==> src/rtl/multicycle_ctrl.sv <==
// multicycle_ctrl: multi-cycle RV32I control FSM with a shared memory port.
// It handles the memory handshake timeout, traps, and counts retired instructions.
// Optional build macro MULTICYCLE_LUI_EN makes LUI (0110111) a legal opcode.
module multicycle_ctrl #(
    parameter int unsigned TMO_W       = 4,
    parameter int unsigned MEM_TIMEOUT = 15,
    parameter int unsigned CNT_W       = 32
) (
    input  logic             Clk,
    input  logic             Rst,
    input  logic [6:0]       Opcode,
    input  logic [2:0]       Funct3,
    input  logic             Zero,
    input  logic             Mem_ready,
    output logic             MemReq,
    output logic             MemWe,
    output logic             IorD,
    output logic             IRWrite,
    output logic             PCWrite,
    output logic             PCSrc,
    output logic [1:0]       ALUSrcA,
    output logic [1:0]       ALUSrcB,
    output logic [1:0]       ALUOp,
    output logic             RegWrite,
    output logic [1:0]       MemtoReg,
    output logic             Trap,
    output logic [1:0]       Trap_cause,
    output logic [CNT_W-1:0] Retired
);

    typedef enum logic [3:0] {
        S_IDLE, S_FETCH, S_DECODE, S_MEMADR, S_MEMRD, S_MEMWR, S_WB_MEM,
        S_EXEC_R, S_EXEC_I, S_WB_ALU, S_BRANCH, S_JAL, S_TRAP
    } state_t;

    localparam logic [6:0] OP_R   = 7'b0110011;
    localparam logic [6:0] OP_I   = 7'b0010011;
    localparam logic [6:0] OP_LD  = 7'b0000011;
    localparam logic [6:0] OP_ST  = 7'b0100011;
    localparam logic [6:0] OP_BR  = 7'b1100011;
    localparam logic [6:0] OP_JAL = 7'b1101111;
`ifdef MULTICYCLE_LUI_EN
    localparam logic [6:0] OP_LUI = 7'b0110111;
`endif

    localparam logic [TMO_W-1:0] TMO_LIM = TMO_W'(MEM_TIMEOUT);

    localparam logic [1:0] C_ILLEGAL = 2'd1;
    localparam logic [1:0] C_TIMEOUT = 2'd2;
    localparam logic [1:0] C_BRF3    = 2'd3;

    state_t           r_state;
    state_t           w_next;
    logic [TMO_W-1:0] r_tmo;
    logic             r_trap;
    logic [1:0]       r_cause;
    logic [CNT_W-1:0] r_retired;
    logic             w_wait;
    logic             w_tmo_hit;
    logic             w_trap_set;
    logic [1:0]       w_cause;
    logic             w_retire;

    assign w_tmo_hit  = (r_tmo == TMO_LIM);
    assign Trap       = r_trap;
    assign Trap_cause = r_cause;
    assign Retired    = r_retired;

    // Next-state and control outputs decoded from the current state.
    always_comb begin
        w_next     = r_state;
        w_wait     = 1'b0;
        w_trap_set = 1'b0;
        w_cause    = 2'd0;
        w_retire   = 1'b0;
        MemReq     = 1'b0;
        MemWe      = 1'b0;
        IorD       = 1'b0;
        IRWrite    = 1'b0;
        PCWrite    = 1'b0;
        PCSrc      = 1'b0;
        ALUSrcA    = 2'd0;
        ALUSrcB    = 2'd0;
        ALUOp      = 2'd0;
        RegWrite   = 1'b0;
        MemtoReg   = 2'd0;
        case (r_state)
            S_IDLE: w_next = S_FETCH;
            S_FETCH: begin
                MemReq  = 1'b1;
                ALUSrcB = 2'd1;
                w_wait  = 1'b1;
                if (Mem_ready) begin
                    IRWrite = 1'b1;
                    PCWrite = 1'b1;
                    w_next  = S_DECODE;
                end else if (w_tmo_hit) begin
                    w_next     = S_TRAP;
                    w_trap_set = 1'b1;
                    w_cause    = C_TIMEOUT;
                end
            end
            S_DECODE: begin
                ALUSrcA = 2'd2;
                ALUSrcB = 2'd2;
                case (Opcode)
                    OP_R:         w_next = S_EXEC_R;
                    OP_I:         w_next = S_EXEC_I;
`ifdef MULTICYCLE_LUI_EN
                    OP_LUI:       w_next = S_EXEC_I;
`endif
                    OP_LD, OP_ST: w_next = S_MEMADR;
                    OP_BR:        w_next = S_BRANCH;
                    OP_JAL:       w_next = S_JAL;
                    default: begin
                        w_next     = S_TRAP;
                        w_trap_set = 1'b1;
                        w_cause    = C_ILLEGAL;
                    end
                endcase
            end
            S_MEMADR: begin
                ALUSrcA = 2'd1;
                ALUSrcB = 2'd2;
                w_next  = (Opcode == OP_LD) ? S_MEMRD : S_MEMWR;
            end
            S_MEMRD, S_MEMWR: begin
                MemReq = 1'b1;
                IorD   = 1'b1;
                MemWe  = (r_state == S_MEMWR);
                w_wait = 1'b1;
                if (Mem_ready) begin
                    if (r_state == S_MEMRD) begin
                        w_next = S_WB_MEM;
                    end else begin
                        w_next   = S_FETCH;
                        w_retire = 1'b1;
                    end
                end else if (w_tmo_hit) begin
                    w_next     = S_TRAP;
                    w_trap_set = 1'b1;
                    w_cause    = C_TIMEOUT;
                end
            end
            S_WB_MEM: begin
                RegWrite = 1'b1;
                MemtoReg = 2'd1;
                w_next   = S_FETCH;
                w_retire = 1'b1;
            end
            S_EXEC_R: begin
                ALUSrcA = 2'd1;
                ALUOp   = 2'b10;
                w_next  = S_WB_ALU;
            end
            S_EXEC_I: begin
                ALUSrcA = 2'd1;
                ALUSrcB = 2'd2;
                ALUOp   = 2'b10;
`ifdef MULTICYCLE_LUI_EN
                // LUI adds the immediate to a constant zero operand.
                if (Opcode == OP_LUI) begin
                    ALUSrcA = 2'd3;
                    ALUOp   = 2'b00;
                end
`endif
                w_next = S_WB_ALU;
            end
            S_WB_ALU: begin
                RegWrite = 1'b1;
                w_next   = S_FETCH;
                w_retire = 1'b1;
            end
            S_BRANCH: begin
                ALUSrcA = 2'd1;
                ALUOp   = 2'b01;
                PCSrc   = 1'b1;
                case (Funct3)
                    3'b000: begin
                        PCWrite  = Zero;
                        w_next   = S_FETCH;
                        w_retire = 1'b1;
                    end
                    3'b001: begin
                        PCWrite  = ~Zero;
                        w_next   = S_FETCH;
                        w_retire = 1'b1;
                    end
                    default: begin
                        w_next     = S_TRAP;
                        w_trap_set = 1'b1;
                        w_cause    = C_BRF3;
                    end
                endcase
            end
            S_JAL: begin
                RegWrite = 1'b1;
                MemtoReg = 2'd2;
                PCWrite  = 1'b1;
                PCSrc    = 1'b1;
                w_next   = S_FETCH;
                w_retire = 1'b1;
            end
            S_TRAP:  w_next = S_TRAP;
            default: w_next = S_IDLE;
        endcase
    end

    // State register.
    always_ff @(posedge Clk or posedge Rst) begin
        if (Rst) r_state <= S_IDLE;
        else     r_state <= w_next;
    end

    // Wait-state counter: counts unanswered memory cycles only.
    always_ff @(posedge Clk or posedge Rst) begin
        if (Rst)
            r_tmo <= '0;
        else if (w_wait && !Mem_ready && !w_tmo_hit)
            r_tmo <= r_tmo + TMO_W'(1);
        else
            r_tmo <= '0;
    end

    // Sticky trap flag and cause, latched on entry to TRAP.
    always_ff @(posedge Clk or posedge Rst) begin
        if (Rst) begin
            r_trap  <= 1'b0;
            r_cause <= 2'd0;
        end else if (w_trap_set) begin
            r_trap  <= 1'b1;
            r_cause <= w_cause;
        end
    end

    // Retired-instruction counter, wraps naturally.
    always_ff @(posedge Clk or posedge Rst) begin
        if (Rst)           r_retired <= '0;
        else if (w_retire) r_retired <= r_retired + CNT_W'(1);
    end

endmodule

==> config.mk <==
export PLATFORM = sky130hd
export DESIGN_NAME = multicycle_ctrl
export DESIGN_NICKNAME = d
export VERILOG_FILES = /design/src/rtl/multicycle_ctrl.sv
export SDC_FILE = /design/constraint.sdc
export NUM_CORES = 1
export LEC_CHECK = 0
export BUFFER_PORTS_ARGS = -buffer_cell sky130_fd_sc_hd__clkbuf_2
export CORE_UTILIZATION = 50
export CTS_BUF_LIST = sky130_fd_sc_hd__clkbuf_16
export CTS_CLUSTER_SIZE = 12
export DETAILED_ROUTE_END_ITERATION = 8
export PLACE_DENSITY_LB_ADDON = 0.08
export REMOVE_ABC_BUFFERS = 1
export SYNTH_ARGS = -nofsm -noshare
export SYNTH_HDL_FRONTEND = slang
export SYNTH_SLANG_ARGS = --single-unit
==> constraint.sdc <==
create_clock -name Clk -period 1.8 [get_ports Clk]
set_input_delay 0 -clock Clk [delete_from_list [all_inputs] [get_ports Clk]]
set_output_delay 0 -clock Clk [all_outputs]
set_load 0.01 [all_outputs]
== Yosys cells after proc, flatten, opt, wreduce, memory -nomap -nowiden ==
Cells that the tools add are included.

* Add/subtract/negate cells: 2
* Equal/unequal tests: 20
* Multiplexer cells: 36
* Bitwise logic cells: 1
* Reduce and logical (&&, ||, !) cells: 17

{| class="wikitable"
|+ Operators with widths
! kind !! count
|-
| $add 32x1->32 const B || 1
|-
| $pmux 4 s8 || 1
|-
| $eq 4x4->1 const B || 6
|-
| $mux 4 || 5
|-
| $pmux 4 s5 || 1
|-
| $eq 4x3->1 const B || 4
|-
| $mux 1 || 16
|-
| $pmux 2 s2 || 4
|-
| $eq 7x6->1 const B || 2
|-
| $eq 7x7->1 const B || 2
|-
| $reduce_or 2->1 || 5
|-
| $pmux 1 s3 || 3
|-
| $reduce_or 3->1 || 3
|-
| $eq 4x2->1 const B || 2
|-
| $reduce_or 4->1 || 2
|-
| $eq 7x2->1 const B || 1
|-
| $eq 7x5->1 const B || 1
|-
| $mux 2 || 3
|-
| $pmux 2 s3 || 1
|-
| $reduce_or 6->1 || 1
|-
| $add 4x1->4 const B || 1
|-
| $eq 4x1->1 const B || 1
|-
| $logic_not 4->1 || 1
|-
| $eq 3x1->1 const B || 1
|-
| other kinds (6) || 8
|}

* Flip-flop bits (word level): 43
* Output and inout bits: 50
* Word-level logic and storage cells: 81

== Logic depth before layout (Yosys ltp) ==
* Depth in word-level cells: 6
* Depth in mapped cells: 8
* Gate-level depth less buffers: 6

== Worst setup path before layout ==
OpenSTA, ideal clock, no wires.

* Kind: register to register
* Start: register r_state[3]
* End: register r_cause[0] (netlist: Trap_cause[0])
* Library setup time: 0.131 ns
* Arrival: 1.511 ns
* Setup slack: 0.157 ns
* Stages on the path, launching flop included: 6
* Buffers on the path: 1
* Clock period less this slack: 1.643 ns
* Path through: dfrtp_1 buf_2 or4_4 nor2_2 nor2b_1 or3_1

* Word-level cells in the longest chain between the ends: 3

{| class="wikitable"
|+ Ends and longest elaborated chain
! item !! RTL line !! RTL
|-
| start, declared || 52 || <nowiki>state_t r_state;</nowiki>
|-
| start signal, assigned || 212 || <nowiki>else r_state <= w_next;</nowiki>
|-
| $eq 4x3->1 / $eq 4x1->1 (equally long branches) || 87 || <nowiki>case (r_state)</nowiki>
|-
| $reduce_or 3->1 (no line) || -- ||
|-
| $pmux 2 s3 / $pmux 1 s3 (equally long branches) || 87 ||
|-
| end signal, assigned || 232 || <nowiki>r_cause <= w_cause;</nowiki>
|-
| end, declared || 56 || <nowiki>logic [1:0] r_cause;</nowiki>
|}

Parallel ways exist; a longest one is shown, timed or not.
A chain may end at the register's enable or synchronous reset.

== Worst setup path after layout ==
* Start: register r_state[2]
* End: register r_retired[20] (netlist: Retired[20])

* Word-level cells in the longest chain between the ends: 4

{| class="wikitable"
|+ Ends and longest elaborated chain
! item !! RTL line !! RTL
|-
| $eq 4x3->1 || 87, 133 ||
|-
| $mux 1 || 133 || <nowiki>if (r_state == S_MEMRD) begin</nowiki>
|-
| $mux 1 || 132 || <nowiki>if (Mem_ready) begin</nowiki>
|-
| $pmux 1 s3 * || 87 ||
|-
| end signal, assigned || 239 || <nowiki>else if (w_retire) r_retired <= r_retired + CNT_W'(1);</nowiki>
|-
| end, declared || 57 || <nowiki>logic [CNT_W-1:0] r_retired;</nowiki>
|}

Every way passes the cells marked *; elsewhere a longest branch is shown, timed or not.

==> results by group <==
Global routing
  • Global-route wire length before repair: 9450 µm
  • Global route hottest layer: met1
  • Global Route met1 Usage: 33.6%
  • Total grt overflow: 0
  • Initial antenna violation count: 0
  • Met2 GRT Util: 33.4%
  • Number of global-route vias before repair: 2030
  • Gr usage total: 23.1%
  • Largest net degree at the start of global routing: 44
  • Met3 Use GR: 5.52%

Layout
  • Final #Nets: 356
  • Filler cell count: 402
  • Syn-to-layout area delta: 28.2%
  • Post-route design area: 3220 µm²
  • ANT cells: 0
  • Share of post-route cells with drive strength above 1: 37.0%

Floorplan
  • Row count: 25
  • DIE AREA: 5310 µm²
  • Io pins: 64
  • Height of the die: 72.9 µm
  • Initial Utilization: 52.5%
  • Chip width: 72.9 µm
  • Core Footprint: 4790 µm²

Power and ir drop
  • Reg power frac: 34.8%
  • Power density over the cells: 1140 nW/µm²
  • Overall power: 3.66 mW
  • Clock Power Share: 23.8%
  • Lkg Pwr: 1.48 nW
  • Gate power share: 41.4%
  • Peak supply drop: 0.000796 V
  • Net switching power: 1.37 mW
  • Switching share of total power: 37.4%
  • Int Power: 2.29 mW

Placed design
  • Buffers added on ports: 63
  • Cell Area, Placed: 3000 µm²
  • GPL Wtd Cong: 0.884
  • Detail Placement HPWL: 4070 µm

Yosys
  • Post-synth ARST share: 100%
  • Synth cell types: 59
  • Yosys reg bits: 43
  • Most frequent cells after synthesis: dfrtp_1, nor2_1, xor2_1
  • Sequential share of the synthesized area: 42.8%
  • Most numerous cell in the Yosys netlist: dfrtp_1
  • Syn. warnings: 0
  • Synth Cell Area: 2510 µm²
  • EDFF count, synth: 0
  • Predominant post-synthesis flop cell: dfrtp_1
  • Post-synthesis cell count: 254
  • Ranking of synthesized cells by area: dfrtp_1, xor2_1, xnor2_1
  • Yosys top cell area share: 42.8%
  • Syn avg cell area: 9.89 µm²
  • Largest area contributor in the netlist: dfrtp_1

Critical path
  • CP Max Fanout: 7
  • CP Launch Type: flop
  • Crit path required time: 1.96 ns
  • Critical path class: reg2reg
  • Crit path capture type: flop
  • WP data arrival: 1.91 ns

CTS
  • Worst skew pair latency: 0.28 ns
  • CTS tree: yes
  • Clock slew at reported path FFs: 0.06 ns
  • Root Driver: clkbuf_16
  • Total CTS buffers: 5
  • CTS max path bufs: 2
  • CTS sink cnt: 43
  • Htree depth: 2

Timing
  • Max_slew headroom: 63.7%
  • Final Hold Vio Count: 0
  • Tmin final: 1.74 ns
  • Part of the cycle the worst path needs: 96.9%
  • Achievable Freq: 573 MHz
  • Slew @ Worst Pin: 0.544 ns
  • Count of final max-slew check failures: 0
  • Clock skew: 0.00591 ns
  • Final setup vio count: 0

Drt
  • Starting DRT DRC Count: 88
  • Antenna-violating nets left: 0
  • Drt first pass iters: 4
  • Avg WL per Cell: 13.7 µm
  • Via count: 2125
  • Mean number of vias per cell: 5.21
  • Post-Route WL: 5600 µm
  • DRC: 0

Flow run
  • Max-cap violations: 0

Outcome
  • Status: completed

Worst hold path
  • Hold crit path type: in2reg
[flip-flops by register name, summed over array words and instances, names as in the netlist]
signal      flops
Trap_cause      2
r_tmo           4
r_state         4
Trap            1
Retired        32
[layout make-up]
cell class,instances,area (µm²),share of cell area [%]
multi-input cells,193,1350,41.9
inverters,7,30.0,0.932
repair buffers,90,541,16.8
flip-flops and latches,43,1080,33.4
clock buffers,5,125,3.88
well taps,67,83.8,2.60
clock inverters,3,16.3,0.505
[power by group through the flow]
stage	clock network (mW)	registers, mW	logic, mW
2_1_floorplan	0	1.37	0.718
3_5_place_dp	0	1.28	1.42
5_1_grt	0.935	1.30	1.67
6_report	0.871	1.27	1.51
4_1_cts	0.891	1.27	1.44
3_3_place_gp	0	1.28	1.42
[worst paths after layout]
check	cells after the start	start	slack, ns	to
min in group asynchronous	4	Rst	0.40	Retired[8]$_DFFE_PP0P_
max in group asynchronous	4	Rst	1.00	r_state[2]$_DFF_PP0_
hold / removal	3	Mem_ready	0.09	r_state[1]$_DFF_PP0_
setup reg to reg	6	r_state[2]$_DFF_PP0_	0.06	Retired[20]$_DFFE_PP0P_
hold reg to reg	1	r_tmo[0]$_DFF_PP0_	0.46	r_tmo[0]$_DFF_PP0_
setup / recovery	6	r_state[2]$_DFF_PP0_	0.06	Retired[20]$_DFFE_PP0P_
[logic make-up after synthesis]
| kind of cell | count (synthesis) | share of synthesized area, % |
|---|---|---|
| buf+inv | 18 | 3.78 |
| mux | 3 | 1.29 |
| fa+ha+maj | 3 | 1.39 |
| flops | 43 | 42.8 |
| xor+xnor | 35 | 12.2 |
| compound gates | 29 | 7.87 |
| simple gates | 123 | 30.6 |
[stage by stage]
| step | instances | util, % | hold slack (ns) | setup slack [ns] | TNS [ns] |
|---|---|---|---|---|---|
| after floorplan | 243 | - | 0.144 | -0.0331 | -0.0331 |
| after global placement | 394 | 62.7 | 0.151 | 0.0632 | 0 |
| after detailed placement | 394 | 62.7 | 0.157 | -0.0101 | -0.0101 |
| after CTS | 403 | 65.9 | 0.0800 | 0.00305 | 0 |
| after global routing | 408 | 67.3 | 0.118 | -0.0270 | -0.0423 |
| final | 408 | 67.3 | 0.0891 | 0.0553 | 0 |
[what timing repair did]
action                                 CTS  global route
pin swaps                                0             3
setup endpoints to repair                2            26
gates resized for setup                  1             5
setup buffers                            0             5
endpoints found under the hold margin   43             0
hold buffers                             1             0
[critical path, stage by stage (launching register included)]
cell and delay, ns:
dfrtp_2 0.46, nor4b_4 0.31, or2_1 0.16, a32o_2 0.28, buf_6 0.15, nand4_1 0.12, xnor2_1 0.15
[per-layer routing]
layer,routed length [µm],vias up,part of all wire (%)
met5,0,-,0
met4,68,0,1.2
met3,251,6,4.5
met2,2480,66,44
met1,2810,994,50
li1,-,1059,-
[cell usage in the layout (no fill, tap or decap), types with 3 or more instances in the layout]
cell type,synthesis,final
nor3_1,7,6
clkbuf_16,0,5
nand2_1,20,20
xnor2_1,14,14
and3_1,11,11
inv_1,6,7
nand3b_1,5,5
xor2_1,21,21
dfrtp_1,43,42
nand3_1,12,12
nor2_1,23,22
clkbuf_2,1,63
buf_4,0,23
a21oi_1,3,3
o21ai_0,9,9
nor3b_1,3,3
nand4_1,7,7
nor3_2,8,9
and2_1,3,3
a31oi_1,3,3
nand2b_1,3,3
Power figures use the tool's default switching activity.
